--- config.mk ---
export PLATFORM = sky130hd
export DESIGN_NAME = tick_clock_gen
export DESIGN_NICKNAME = d
export VERILOG_FILES = /design/src/rtl/tick_clock_gen.sv
export SDC_FILE = /design/constraint.sdc
export NUM_CORES = 1
export LEC_CHECK = 0
export ABC_AREA = 0
export CAP_MARGIN = 20
export CORE_UTILIZATION = 64
export CTS_CLUSTER_DIAMETER = 80
export CTS_CLUSTER_SIZE = 24
export DETAILED_ROUTE_END_ITERATION = 10
export PLACE_DENSITY = 0.91
export REMOVE_ABC_BUFFERS = 1
export SYNTH_ARGS = -nofsm -noshare
export SYNTH_HDL_FRONTEND = slang
export SYNTH_SLANG_ARGS = --single-unit
export TNS_END_PERCENT = 5
--- constraint.sdc ---
create_clock -name clk -period 11.2 [get_ports clk]
set_input_delay 1.12 -clock clk [delete_from_list [all_inputs] [get_ports clk]]
set_output_delay 1.12 -clock clk [all_outputs]
set_load 0.02 [all_outputs]
--- src/rtl/tick_clock_gen.sv ---
// Multi-channel 50%-duty divider with per-channel tick strobes; reprogramming enabled by `TICKGEN_CFG_EN.
// Latency: tick/wave registered, valid the cycle after a wrap edge; cfg_ready stays low while a request is staged.
module tick_clock_gen #(
    parameter int NUM_CH = 5,
    parameter int CNT_W  = 26,
    parameter int CH_W   = 3,
    parameter logic [NUM_CH*CNT_W-1:0] DEFAULT_DIVS = {26'd20_000_000, 26'd10_000_000,
                                                       26'd5_000_000, 26'd400_000, 26'd40_000}
) (
    input  logic              clk,
    input  logic              reset,
    input  logic [NUM_CH-1:0] en,
    input  logic              sync,
    input  logic              cfg_valid,
    output logic              cfg_ready,
    input  logic [CH_W-1:0]   cfg_ch,
    input  logic [CNT_W-1:0]  cfg_div,
    output logic              cfg_err,
    output logic [NUM_CH-1:0] tick,
    output logic [NUM_CH-1:0] wave
);

    logic [CNT_W-1:0]  cnt_q [NUM_CH];
    logic [CNT_W-1:0]  cnt_d [NUM_CH];
    logic [CNT_W-1:0]  half  [NUM_CH];
    logic [NUM_CH-1:0] wave_q, wave_d, tick_q, tick_d, wrap;

    always_comb begin
        wrap   = '0;
        wave_d = wave_q;
        tick_d = '0;
        for (int i = 0; i < NUM_CH; i++) begin
            cnt_d[i] = cnt_q[i] + CNT_W'(1);
            wrap[i]  = en[i] && (cnt_q[i] == half[i] - CNT_W'(1));
            if (sync || !en[i]) begin
                cnt_d[i]  = '0;
                wave_d[i] = 1'b0;
            end else if (wrap[i]) begin
                cnt_d[i]  = '0;
                wave_d[i] = ~wave_q[i];
                tick_d[i] = ~wave_q[i];
            end
        end
    end

    always_ff @(posedge clk or posedge reset) begin
        if (reset) begin
            for (int i = 0; i < NUM_CH; i++) cnt_q[i] <= '0;
            wave_q <= '0;
            tick_q <= '0;
        end else begin
            for (int i = 0; i < NUM_CH; i++) cnt_q[i] <= cnt_d[i];
            wave_q <= wave_d;
            tick_q <= tick_d;
        end
    end

    assign tick = tick_q;
    assign wave = wave_q;

`ifdef TICKGEN_CFG_EN
    localparam logic [CH_W:0] CH_LIM = (CH_W+1)'(NUM_CH);

    logic [CNT_W-1:0] half_q [NUM_CH];
    logic [CNT_W-1:0] half_d [NUM_CH];
    logic             pend_q, pend_d, err_q, err_d, bad, apply;
    logic [CH_W-1:0]  pch_q, pch_d;
    logic [CNT_W-1:0] pdiv_q, pdiv_d;

    // A staged value only lands on a wrap edge (or when the channel is idle/resynced),
    // so no half-period is ever cut short.
    always_comb begin
        bad    = (cfg_div == '0) || ({1'b0, cfg_ch} >= CH_LIM);
        apply  = 1'b0;
        half_d = half_q;
        pend_d = pend_q;
        pch_d  = pch_q;
        pdiv_d = pdiv_q;
        err_d  = 1'b0;
        for (int i = 0; i < NUM_CH; i++) begin
            if (pch_q == CH_W'(i)) begin
                apply = pend_q && (sync || !en[i] || wrap[i]);
                if (apply) half_d[i] = pdiv_q;
            end
        end
        if (apply) begin
            pend_d = 1'b0;
        end else if (cfg_valid && !pend_q) begin
            if (bad) begin
                err_d = 1'b1;
            end else begin
                pend_d = 1'b1;
                pch_d  = cfg_ch;
                pdiv_d = cfg_div;
            end
        end
    end

    always_ff @(posedge clk or posedge reset) begin
        if (reset) begin
            for (int i = 0; i < NUM_CH; i++) half_q[i] <= DEFAULT_DIVS[i*CNT_W +: CNT_W];
            pend_q <= 1'b0;
            err_q  <= 1'b0;
            pch_q  <= '0;
            pdiv_q <= '0;
        end else begin
            for (int i = 0; i < NUM_CH; i++) half_q[i] <= half_d[i];
            pend_q <= pend_d;
            err_q  <= err_d;
            pch_q  <= pch_d;
            pdiv_q <= pdiv_d;
        end
    end

    always_comb begin
        for (int i = 0; i < NUM_CH; i++) half[i] = half_q[i];
    end

    assign cfg_ready = ~pend_q;
    assign cfg_err   = err_q;
`else
    always_comb begin
        for (int i = 0; i < NUM_CH; i++) half[i] = DEFAULT_DIVS[i*CNT_W +: CNT_W];
    end

    logic unused_cfg;
    assign unused_cfg = &{1'b0, cfg_valid, cfg_ch, cfg_div};
    assign cfg_ready  = 1'b0;
    assign cfg_err    = 1'b0;
`endif

endmodule

# Yosys cells after proc, flatten, opt, wreduce, memory -nomap -nowiden

Cells that the tools add are included.

Register bits after elaboration: 140
Bits of input ports: 38

Add/subtract/negate cells: 5
Equal/unequal tests: 5
Multiplexer cells: 30
Bitwise gates (word level): 5
Reduce and logical (&&, ||, !) cells: 20

Operator list:

| cell                  | count |
|---|---|
| $mux 26               | 10 |
| $add 26x1->26 const B | 5 |
| $eq 26x16->1 const B  | 1 |
| $eq 26x19->1 const B  | 1 |
| $eq 26x23->1 const B  | 1 |
| $eq 26x24->1 const B  | 1 |
| $eq 26x25->1 const B  | 1 |
| $mux 1                | 20 |
| $reduce_bool 2->1     | 5 |
| $logic_and 1x1->1     | 5 |
| $logic_not 1->1       | 5 |
| $logic_or 1x1->1      | 5 |
| $not 1->1             | 5 |

# Logic depth before layout (Yosys ltp)

Depth in word-level cells: 4
Mapped depth: 6

# Least setup slack after synthesis

OpenSTA, ideal clock, no wires.

Path kind: reg-to-reg
Start point: register cnt_q[52] in the netlist's numbering
End point: register cnt_q[61] in the netlist's numbering
Arrival time: 1.898 ns
Data required time: 11.068 ns
Path slack: 9.170 ns
Cell stages (with the launch flop): 7
Path buffers: 1
Period minus slack after synthesis: 2.030 ns
Path through: dfrtp_1 > ha_1 > nand4_1 > or4_1 > o21bai_1 > clkbuf_1 > nor2_1

RTL lines:

| item        | RTL line | source |
|---|---|---|
| from (decl) | 23       | `logic [CNT_W-1:0] cnt_q [NUM_CH];` |

# Final worst setup path

Start point: input port sync
End point: register tick_q[4], in the netlist tick[4]

Longest elaborated chain between the ends: 2

Ends and longest elaborated chain:

| item                 | RTL line | source |
|---|---|---|
| from (decl)          | 13       | `input logic sync,` |
| $logic_or 1x1->1     | 35       | `if (sync \|\| !en[i]) begin` |
| $mux 1               | 35       |  |
| net tick_d[4]        | 26       | `logic [NUM_CH-1:0] wave_q, wave_d, tick_q, tick_d, wrap;` |
| to (signal assigned) | 54       | `tick_q <= tick_d;` |
| to (decl)            | 26       |  |

The timed path passes the listed nets, and every way through them passes these cells.
A chain may end at the register's enable or synchronous reset.

==> out/qor.yml <==
synth.top_cells.by_area: "dfrtp_1, xnor2_1, or4_1"
cp_num_buf_inv: 1
yosys_warnings: 0
worstPathRequired_ns: 11.51
fillers: 716
power.density_mw_per_mm2: 133
totalWireLength_um: 16400
die_area_mm2: 0.0120
p_leak_nw: 2.98
hold_class: "register to register"
fin_worst_skew_ns: 0.00668
r2r_start: "cnt_q[92]"
routed_via_density: 6.75
overflow: 0
die_x_um: 109
cp-startpoint: "sync"
crit_family: "simple AND/OR/NAND/NOR gates"
p_seq_frac: 0.469
reg2reg_slack_ns: 8.54
cp_cell_sequence: "clkdlybuf4s50_1, nand2b_1, or2_2, nor4_1"
drc: 0
path_max_fanout: 27
clockBufferDepth: 2
cts_root_buf: "clkbuf_16"
antenna_left: 0
first_iter_violations: 682
synth-edff-count: 0
synth_area_leader_cell: "dfrtp_1"
syn_area_mm2: 0.00738
insertion_delay_ns: 0.42
final_util: 0.742
num_io_pins: 50
clock_sinks: 140
clkTransAtPathRegs_ns: 0.06
hold_start: "wave[1]"
cts_setup_buffers: 0
cp-start-kind: "primary input"
ys_seq_area_frac: 0.475
grtUsageTotal: 0.294
setup_tns_ns: 0
cts_resized: 0
numPortBuffers: 17
gp_congestion: 0.857
initial_core_util: 0.669
drive_gt1_frac: 0.0631
p_clk_frac: 0.507
htreeDepth: 4
fmax_mhz: 345
rsz0062_at_grt: "false"
post-route-period-util: 0.259
synthCells: 776
slowest_stage: "nand2b_1"
hold_buffers: 0
p_int_w: 0.000847
criticalPathCategory: "primary input to register"
reg2reg_to: "cnt_q[92]"
area_delta_synth_final_pct: 10.9
async_reset_ff_frac: 1.00
slew_headroom: 0.311
hpwl_um: 10600
peakVddDrop_v: 0.000151
holdPathStages: 1
hold_violations: 0
nets: 828
hold_path_end: "tick[1]"
antenna_found_initial: 0
core_area_mm2: 0.0110
maxCapViolations: 0
fin_crit_ns: 2.90
setup_violations: 0
wl_per_cell_um: 17.5
synth_cell_types: 46
ys.flop_type: "dfrtp_1"
core.rowCount: 38
crit_path_end_kind: "register"
grt_pass1_wl_um: 27400
diodes: 0
critical_path_arrival_ns: 3.21
cts_tree: "done"
grt_max_degree: 72
first_pass_iters: 6
yosys.area.top_type_share: 0.475
cts_buffers: 17
tightest_slew_ns: 1.03
post_dp_cell_area_mm2: 0.00759
p_sw_w: 0.000240
swShare: 0.221
grt_pass1_vias: 5958
num_vias: 6301
fin_area_mm2: 0.00818
ys_seq_elements: 140
status: "finished clean"
reg2reg_depth: 4
fp.dieH_um: 109
finalMaxSlewViolations: 0
syn_area_per_cell_um2: 9.51
cpPeakStageDelay_ns: 0.73
share_comb_of_total_power: 0.024
-- power groups by stage --
stage	registers, W	logic (W)	clock network, W
6_report	0.000510	0.0000259	0.000551
5_1_grt	0.000510	0.0000299	0.000581
4_1_cts	0.000510	0.0000266	0.000557
3_5_place_dp	0.000519	0.0000264	0
3_3_place_gp	0.000519	0.0000254	0
2_1_floorplan	0.000519	0.0000167	0
-- per-stage QoR --
stage	power, W	hold WS [ns]	std cells	setup slack, ns
floorplan	0.000535	0.474	740	6.33
global placement	0.000544	0.459	901	7.97
detailed placement	0.000545	0.468	901	7.92
CTS	0.00109	0.491	933	8.34
global route	0.00112	0.512	933	8.15
finish	0.00109	0.487	933	8.30
-- cells by family after synthesis --
| logic type | after synthesis | share of synthesized area |
|---|---|---|
| buf+inv | 53 | 0.0314 |
| other cells | 1 | 0.000508 |
| xor+xnor | 66 | 0.0784 |
| compound gates | 121 | 0.102 |
| flops | 140 | 0.475 |
| fa+ha+maj | 10 | 0.0170 |
| mux | 1 | 0.00136 |
| simple gates | 384 | 0.295 |
-- flip-flops by register name, indices dropped and copies added (netlist names) --
name	flops
wave	5
tick	5
cnt_q	130
-- layer usage --
metal	up-vias	global-route usage	wire length (um)
li1	2910	-	-
met1	3086	0.376	6780
met2	260	0.478	8130
met3	45	0.0717	1050
met4	0	0.130	408
met5	-	0	0
-- cell usage after synthesis, types with 3 or more instances --
cell type,instances
a211oi_1,11
dfrtp_1,140
or4_1,38
nand2b_1,7
ha_1,10
nor2_1,74
and4_1,15
and3_1,7
or2_2,5
nand3_1,55
nor4b_1,7
nand4_1,40
nor4_1,29
xnor2_1,35
buf_4,3
inv_1,16
clkbuf_1,27
o21ai_0,22
and2_1,4
buf_2,4
nand2_1,42
o31ai_1,32
xor2_1,31
nor3_1,23
or3_1,27
a21oi_1,46
-- area by class of cell --
type	instances	area, um^2	share of cell area
clock buffers	19	443	0.0541
clock inverters	13	144	0.0176
inverters	16	65.1	0.00795
multi-input cells	584	3650	0.446
flip-flops and latches	140	3500	0.428
well taps	140	175	0.0214
repair buffers	21	200	0.0245
-- placed cells by master, fill, tap and decap left out, types with 4 or more instances in the layout --
cell type	netlist	layout
or3_1	27	27
nor4b_1	7	7
or4_1	38	38
nand2_1	42	42
nand4_1	40	40
and3_1	7	7
inv_1	16	15
o31ai_1	32	32
clkinvlp_4	0	7
xor2_1	31	31
a21oi_1	46	46
nand2b_1	7	7
clkdlybuf4s50_1	0	17
clkbuf_16	0	17
ha_1	10	10
or2_2	5	5
xnor2_1	35	35
buf_4	3	4
nor2_1	74	74
nor3_1	23	22
nand3_1	55	55
and2_1	4	4
dfrtp_1	140	140
a211oi_1	11	11
nor4_1	29	29
and4_1	15	15
o21ai_0	22	22
-- how the worst max path moves through the flow --
stage,to,slack [ns],depth (start not counted)
after floorplan,cnt_q[0],6.33,1
after global placement,tick[4],7.97,4
after detailed placement,tick[4],7.92,4
after CTS,tick[4],8.34,4
after global routing,tick[4],8.15,4
final,tick[4],8.30,4
Note: power is estimated with default switching activity, not from simulation.
